File: src/rtl/load_store_unit_if.sv
// Request/response and data-memory bus of the load/store unit.
// The unit itself connects through the slave view; the execute/memory side uses master.
interface load_store_unit_if #(
    parameter int ADDR_W = 5
);
    logic              req_valid;
    logic              req_ready;
    logic              req_we;
    logic [2:0]        req_funct3;
    logic [31:0]       req_addr;
    logic [31:0]       req_wdata;
    logic              resp_valid;
    logic [31:0]       resp_rdata;
    logic              resp_err;
    logic [ADDR_W-1:0] dm_addr;
    logic [31:0]       dm_wd;
    logic              dm_we;
    logic [31:0]       dm_rd;

    modport slave (
        input  req_valid, req_we, req_funct3, req_addr, req_wdata, dm_rd,
        output req_ready, resp_valid, resp_rdata, resp_err, dm_addr, dm_wd, dm_we
    );

    modport master (
        output req_valid, req_we, req_funct3, req_addr, req_wdata, dm_rd,
        input  req_ready, resp_valid, resp_rdata, resp_err, dm_addr, dm_wd, dm_we
    );
endinterface

File: src/rtl/load_store_unit.sv
// RV32I load/store unit over a word-wide data memory; sub-word stores use
// read-modify-write because the memory has only a whole-word write enable.
module load_store_unit #(
    parameter int ADDR_W = 5
) (
    input  logic            clk,
    input  logic            rst,
    load_store_unit_if.slave bus
);
    typedef enum logic [2:0] {IDLE, RD, MRG, WR, RESP} state_t;

    state_t            state_reg, state_next;
    logic              we_reg;
    logic [2:0]        funct3_reg;
    logic [ADDR_W-1:0] waddr_reg;
    logic [1:0]        lane_reg;
    logic [31:0]       wdata_reg;
    logic [31:0]       rdata_reg;
    logic              err_reg;

    logic              accept;
    logic              illegal;
    logic              misaligned;
    logic              req_err;
    logic [7:0]        byte_sel;
    logic [15:0]       half_sel;
    logic [31:0]       load_data;
    logic [31:0]       merge_word;
    logic              unused_addr_bits;

    // Address bits above the memory's reach are deliberately dropped (wrap-around).
    assign unused_addr_bits = ^bus.req_addr[31:ADDR_W+2];

    assign accept = bus.req_valid & bus.req_ready;

    always_comb begin
        illegal = (bus.req_funct3[1:0] == 2'b11) |
                  (bus.req_we ? bus.req_funct3[2] : (bus.req_funct3 == 3'b110));
        case (bus.req_funct3[1:0])
            2'b10:   misaligned = (bus.req_addr[1:0] != 2'b00);
            2'b01:   misaligned = bus.req_addr[0];
            default: misaligned = 1'b0;
        endcase
        req_err = illegal | misaligned;
    end

    assign byte_sel = bus.dm_rd[8*lane_reg +: 8];
    assign half_sel = lane_reg[1] ? bus.dm_rd[31:16] : bus.dm_rd[15:0];

    always_comb begin
        case (funct3_reg)
            3'b000:  load_data = {{24{byte_sel[7]}}, byte_sel};
            3'b001:  load_data = {{16{half_sel[15]}}, half_sel};
            3'b100:  load_data = {24'd0, byte_sel};
            3'b101:  load_data = {16'd0, half_sel};
            default: load_data = bus.dm_rd;
        endcase
    end

    // Per-byte merge: keep the memory byte unless this lane is the store target.
    generate
        for (genvar gi = 0; gi < 4; gi++) begin : g_merge
            logic byte_hit;
            logic half_hit;
            assign byte_hit = (funct3_reg[1:0] == 2'b00) && (lane_reg == 2'(gi));
            assign half_hit = (funct3_reg[1:0] == 2'b01) && (lane_reg[1] == 1'(gi / 2));
            assign merge_word[8*gi +: 8] = byte_hit ? wdata_reg[7:0] :
                                           half_hit ? wdata_reg[8*(gi % 2) +: 8] :
                                                      bus.dm_rd[8*gi +: 8];
        end
    endgenerate

    always_ff @(posedge clk) begin
        if (rst) begin
            state_reg  <= IDLE;
            we_reg     <= 1'b0;
            funct3_reg <= 3'd0;
            waddr_reg  <= '0;
            lane_reg   <= 2'd0;
            wdata_reg  <= 32'd0;
            rdata_reg  <= 32'd0;
            err_reg    <= 1'b0;
        end else begin
            state_reg <= state_next;
            if (accept) begin
                we_reg     <= bus.req_we;
                funct3_reg <= bus.req_funct3;
                waddr_reg  <= bus.req_addr[ADDR_W+1:2];
                lane_reg   <= bus.req_addr[1:0];
                wdata_reg  <= bus.req_wdata;
            end
            case (state_reg)
                IDLE: if (accept && req_err) begin
                    rdata_reg <= 32'd0;
                    err_reg   <= 1'b1;
                end
                WR: begin
                    rdata_reg <= 32'd0;
                    err_reg   <= 1'b0;
                end
                MRG: begin
                    rdata_reg <= we_reg ? 32'd0 : load_data;
                    err_reg   <= 1'b0;
                end
                default: ;
            endcase
        end
    end

    always_comb begin
        state_next     = state_reg;
        bus.req_ready  = 1'b0;
        bus.resp_valid = 1'b0;
        bus.dm_we      = 1'b0;
        bus.dm_wd      = 32'd0;
        bus.dm_addr    = waddr_reg;
        bus.resp_rdata = rdata_reg;
        bus.resp_err   = err_reg;
        case (state_reg)
            IDLE: begin
                bus.req_ready = ~rst;
                if (accept) begin
                    if (req_err)
                        state_next = RESP;
                    else if (bus.req_we && (bus.req_funct3 == 3'b010))
                        state_next = WR;
                    else
                        state_next = RD;
                end
            end
            RD:  state_next = MRG;
            MRG: begin
                state_next = RESP;
                if (we_reg) begin
                    bus.dm_we = ~rst;
                    bus.dm_wd = merge_word;
                end
            end
            WR: begin
                state_next = RESP;
                bus.dm_we  = ~rst;
                bus.dm_wd  = wdata_reg;
            end
            RESP: begin
                state_next     = IDLE;
                bus.resp_valid = ~rst;
            end
            default: state_next = IDLE;
        endcase
    end
endmodule

File: src/flat_wrapper.sv
// flat-port wrapper written by rule: the top's interface ports become plain ports
module load_store_unit_flat 
#(
    parameter int ADDR_W = 5
)
  (clk, rst, bus_req_valid, bus_req_we, bus_req_funct3, bus_req_addr, bus_req_wdata, bus_dm_rd, bus_req_ready, bus_resp_valid, bus_resp_rdata, bus_resp_err, bus_dm_addr, bus_dm_wd, bus_dm_we);
  load_store_unit_if #(.ADDR_W(ADDR_W)) bus_i ();
  input  logic clk;
  input  logic rst;
  input wire logic [$bits(bus_i.req_valid)-1:0] bus_req_valid;
  input wire logic [$bits(bus_i.req_we)-1:0] bus_req_we;
  input wire logic [$bits(bus_i.req_funct3)-1:0] bus_req_funct3;
  input wire logic [$bits(bus_i.req_addr)-1:0] bus_req_addr;
  input wire logic [$bits(bus_i.req_wdata)-1:0] bus_req_wdata;
  input wire logic [$bits(bus_i.dm_rd)-1:0] bus_dm_rd;
  output wire logic [$bits(bus_i.req_ready)-1:0] bus_req_ready;
  output wire logic [$bits(bus_i.resp_valid)-1:0] bus_resp_valid;
  output wire logic [$bits(bus_i.resp_rdata)-1:0] bus_resp_rdata;
  output wire logic [$bits(bus_i.resp_err)-1:0] bus_resp_err;
  output wire logic [$bits(bus_i.dm_addr)-1:0] bus_dm_addr;
  output wire logic [$bits(bus_i.dm_wd)-1:0] bus_dm_wd;
  output wire logic [$bits(bus_i.dm_we)-1:0] bus_dm_we;
  assign bus_i.req_valid = bus_req_valid;
  assign bus_i.req_we = bus_req_we;
  assign bus_i.req_funct3 = bus_req_funct3;
  assign bus_i.req_addr = bus_req_addr;
  assign bus_i.req_wdata = bus_req_wdata;
  assign bus_i.dm_rd = bus_dm_rd;
  assign bus_req_ready = bus_i.req_ready;
  assign bus_resp_valid = bus_i.resp_valid;
  assign bus_resp_rdata = bus_i.resp_rdata;
  assign bus_resp_err = bus_i.resp_err;
  assign bus_dm_addr = bus_i.dm_addr;
  assign bus_dm_wd = bus_i.dm_wd;
  assign bus_dm_we = bus_i.dm_we;
  load_store_unit #(.ADDR_W(ADDR_W)) u_core (.clk(clk), .rst(rst), .bus(bus_i));
endmodule
File: config.mk
export PLATFORM = sky130hd
export DESIGN_NAME = load_store_unit_flat
export DESIGN_NICKNAME = d
export VERILOG_FILES = /design/src/rtl/load_store_unit_if.sv /design/src/rtl/load_store_unit.sv /design/src/flat_wrapper.sv
export SDC_FILE = /design/constraint.sdc
export NUM_CORES = 1
export LEC_CHECK = 0
export BUFFER_PORTS_ARGS = -buffer_cell sky130_fd_sc_hd__buf_2
export CAP_MARGIN = 5
export CORE_UTILIZATION = 49
export DETAILED_ROUTE_END_ITERATION = 10
export PLACE_DENSITY_LB_ADDON = 0.3
export SKIP_LAST_GASP = 1
export SLEW_MARGIN = 20
export SYNTH_ARGS = -nofsm -noshare
export SYNTH_HDL_FRONTEND = slang
export SYNTH_SLANG_ARGS = --single-unit
File: constraint.sdc
create_clock -name clk -period 2.3 [get_ports clk]
set_clock_uncertainty 0.1 [all_clocks]
set_input_delay 0.115 -clock clk [delete_from_list [all_inputs] [get_ports clk]]
set_output_delay 0.115 -clock clk [all_outputs]
set_load 0.03 [all_outputs]
==> metrics <==
Area growth syn-to-layout=35.2%; Mapped Cells=~500; CP startpoint=u_core.funct3_reg[0]; pwr dens=between 500 and 600 nW/um^2; fraction of synthesized cell area in xor and xnor cells=0%; slowest CP cell=dfxtp_2; delay-heaviest family, CP=flip-flops; Net count, final=800; mux cell area share after synthesis=6.71%; r2r startpoint=u_core.lane_reg[1]; pin count of the biggest net entering global routing=between 40 and 50; LEAKAGE=between 2 and 3 nW; Synth Area in Adders=less than 1%; Worst Hold Class=input pin to flip-flop; CP Capture Type=primary output; critical path startpoint category=flip-flop; GRT Total Usage=32.2%; CP max FO=16; largest family of logic cells by synthesized area=simple AND/OR/NAND/NOR gates; Worst-Skew Late Latency=between 0.3 and 0.4 ns; Die Width=slightly below 100 um; drt total wl=14.9 mm; placed cell count=around 740; total of fill cells in the finished design=between 600 and 700; WP data required=about 2.1 ns; fmax=~450 MHz; Cell Count, Final, Fillers Out=~810; Async S/R FF share, synth=0%; Core ar.=8640 um^2; H-tree levels=3; clock sink total=a little under 80; die height=between 90 and 100 um; Netlist Area Pre-Place=between 4000 and 5000 um^2; DRC Markers=0; simple logic cell fraction of the synthesized area=between 20% and 30%; sequential fraction of the synthesis area=a little over a third; clock slew at reported path FFs=0.08 ns; CP Depth=5; vias in the first global route=~4200; initial DRC count=around 390; Pwr Total=between 3 and 4 mW; Detailed Routing Iterations Pass 1=5; MaxCap Viol Count=0; final core occ=approximately two thirds; Post-Place Worst Slack=0.316 ns; Via Count=approximately 4700; kind of critical path=flip-flop to primary output; Yosys reg bits=~80; TritonCTS buffer count=9; Post-synth EDFFs=0; Final Cycle Share=a little over nine tenths; synth warn=0; clock root buffer master=clkbuf_8; compound-gate portion of the synthesized area=around a quarter; relative slew slack=around 50%; crit path cell chain=nand2b_1 -> nand3_2 -> mux2i_1 -> o21ai_0 -> buf_2; Syn Area/Cell=around 8.5 um^2; worst-margin pin slew=between 0.7 and 0.8 ns; CTS tree=yes; Worst setup endpoint=bus_dm_wd[17]; setup ws final=about 0.097 ns; IO Pins=176; Mapped Nets=roughly 620; initial antenna violation count=0; gp weighted congestion=between 0.8 and 0.9; reg-to-reg setup timing slack=0.36 ns; drt wl/cell=~18 um; diodes inserted=0; first-pass GRT wire length=~22 mm; layout cell share with drive strength beyond 1=between 20 and 30%; row count=34; data arrival time of the critical path=1.99 ns; hold_ws=0.0229 ns; Synth cell types=between 50 and 60; R2R depth=5; clock buffer depth=2; post-route ant nets=0; Reg-to-Reg End=u_core.bus.resp_rdata[22]; final hold viol count=0; CP Buf/Inv Count=1; Max Slew Vio Count=0; final worst path period need=between 2 and 2.5 ns; port buffer count=150; total die area=roughly 9300 um^2; RSZ-0062 raised after global routing=true; Most used DFF post-synth=dfxtp_1; final setup violation count=0; routed vias/inst=around 5.8; GR Overflow Total=0; CP peak stage delay=about 0.5 ns; Initial Util=50.3%; IR drop worst, VDD=roughly 0.31 mV; estimated wirelength of the detail-placed design=a little under 10 mm; status=complete, no violations
[cells in the final DEF, fill, tap and decap left out, types with 11 or more instances in the layout]
cell type      count
dlygate4sd3_1     44
mux2i_1           25
buf_4             16
a22o_1            40
dfxtp_1           74
o21ai_0           22
a21oi_1           11
nand2_1          110
nand3b_1          42
buf_2            150
nand2b_1          19
[synthesized netlist by cell type (8+ instances only)]
library cell | instances | area share (%)
a21o_1 | 8 | 1.4
a21oi_1 | 11 | 1.3
a22o_1 | 40 | 8.1
and2_1 | 9 | 1.3
buf_2 | 18 | 2.1
clkbuf_1 | 17 | 1.5
dfxtp_1 | 79 | 36
inv_1 | 9 | 0.78
mux2i_1 | 25 | 5.8
nand2_1 | 110 | 9.5
nand2b_1 | 19 | 2.7
nand3b_1 | 42 | 7.3
o21ai_0 | 22 | 2.5
o2bb2ai_1 | 8 | 1.6
[layout make-up]
cell class              instances  area [um^2]  area share (%)
inverters                       9         37.5           0.639
repair buffers                214         1370            23.2
multi-input cells             381         2550            43.4
clock inverters                 5         75.1            1.28
clock buffers                   9          124            2.11
flip-flops and latches         79         1590            27.0
well taps                     108          135            2.30
[what timing repair did]
item | in CTS | in global routing
gates resized for setup | 4 | 9
buffers inserted | 0 | 3
cloned | 0 | 1
hold endpoints to repair | 45 | 0
setup endpoints to repair | 13 | 33
pin swaps | 1 | 0
hold buffers | 44 | 0
[power breakdown]
group | switching [mW] | total, mW | internal, mW | leakage, nW
Combinational | 0.416 | 0.731 | 0.314 | 2.10
Sequential | 0.0975 | 1.55 | 1.45 | 0.647
Clock | 0.500 | 1.09 | 0.594 | 0.105
Total | 1.01 | 3.38 | 2.36 | 2.85
[kinds of logic after synthesis]
logic type,after synthesis
and+or+nand+nor,215
AOI/OAI and AO/OA,134
DFF,79
buffers and inverters,51
muxes,28
adders and majority gates,3
[how the worst min path moves through the flow]
stage | start | end | slack, ns | cells past startpoint
4_1_cts | bus_dm_rd[5] | u_core.bus.resp_rdata[5] | 0.008 | 3
6_report | bus_dm_rd[1] | u_core.bus.resp_rdata[1] | 0.02 | 3
3_5_place_dp | bus_req_addr[4] | u_core.bus.dm_addr[2] | 0.20 | 3
2_1_floorplan | bus_req_addr[2] | u_core.bus.dm_addr[0] | 0.11 | 2
5_1_grt | bus_dm_rd[5] | u_core.bus.resp_rdata[5] | 0.008 | 3
3_3_place_gp | bus_req_addr[3] | u_core.bus.dm_addr[1] | 0.20 | 3
[routing by layer]
| layer | up-vias | GRT usage [%] | part of all wire, % |
|---|---|---|---|
| met1 | 2163 | 43.4 | 43 |
| met5 | - | 0 | 0 |
| met3 | 30 | 6.95 | 9.6 |
| met2 | 261 | 51.3 | 46 |
| met4 | 0 | 9.45 | 2.2 |
| li1 | 2209 | - | - |
[worst register-to-register path, stage by stage, from the launching register on]
cell	delay, ns
dfxtp_2	0.41
buf_4	0.21
mux2_1	0.14
a21oi_1	0.11
a221oi_4	0.68
a22o_1	0.23
[metrics by stage]
| step | area (um^2) | TNS (ns) |
|---|---|---|
| after floorplan | 4350 | 0 |
| after global placement | 5160 | 0 |
| after detailed placement | 5160 | 0 |
| after CTS | 5820 | -0.0178 |
| after global routing | 5880 | -0.00607 |
| final | 5880 | 0 |
Power figures use the tool's default switching activity.
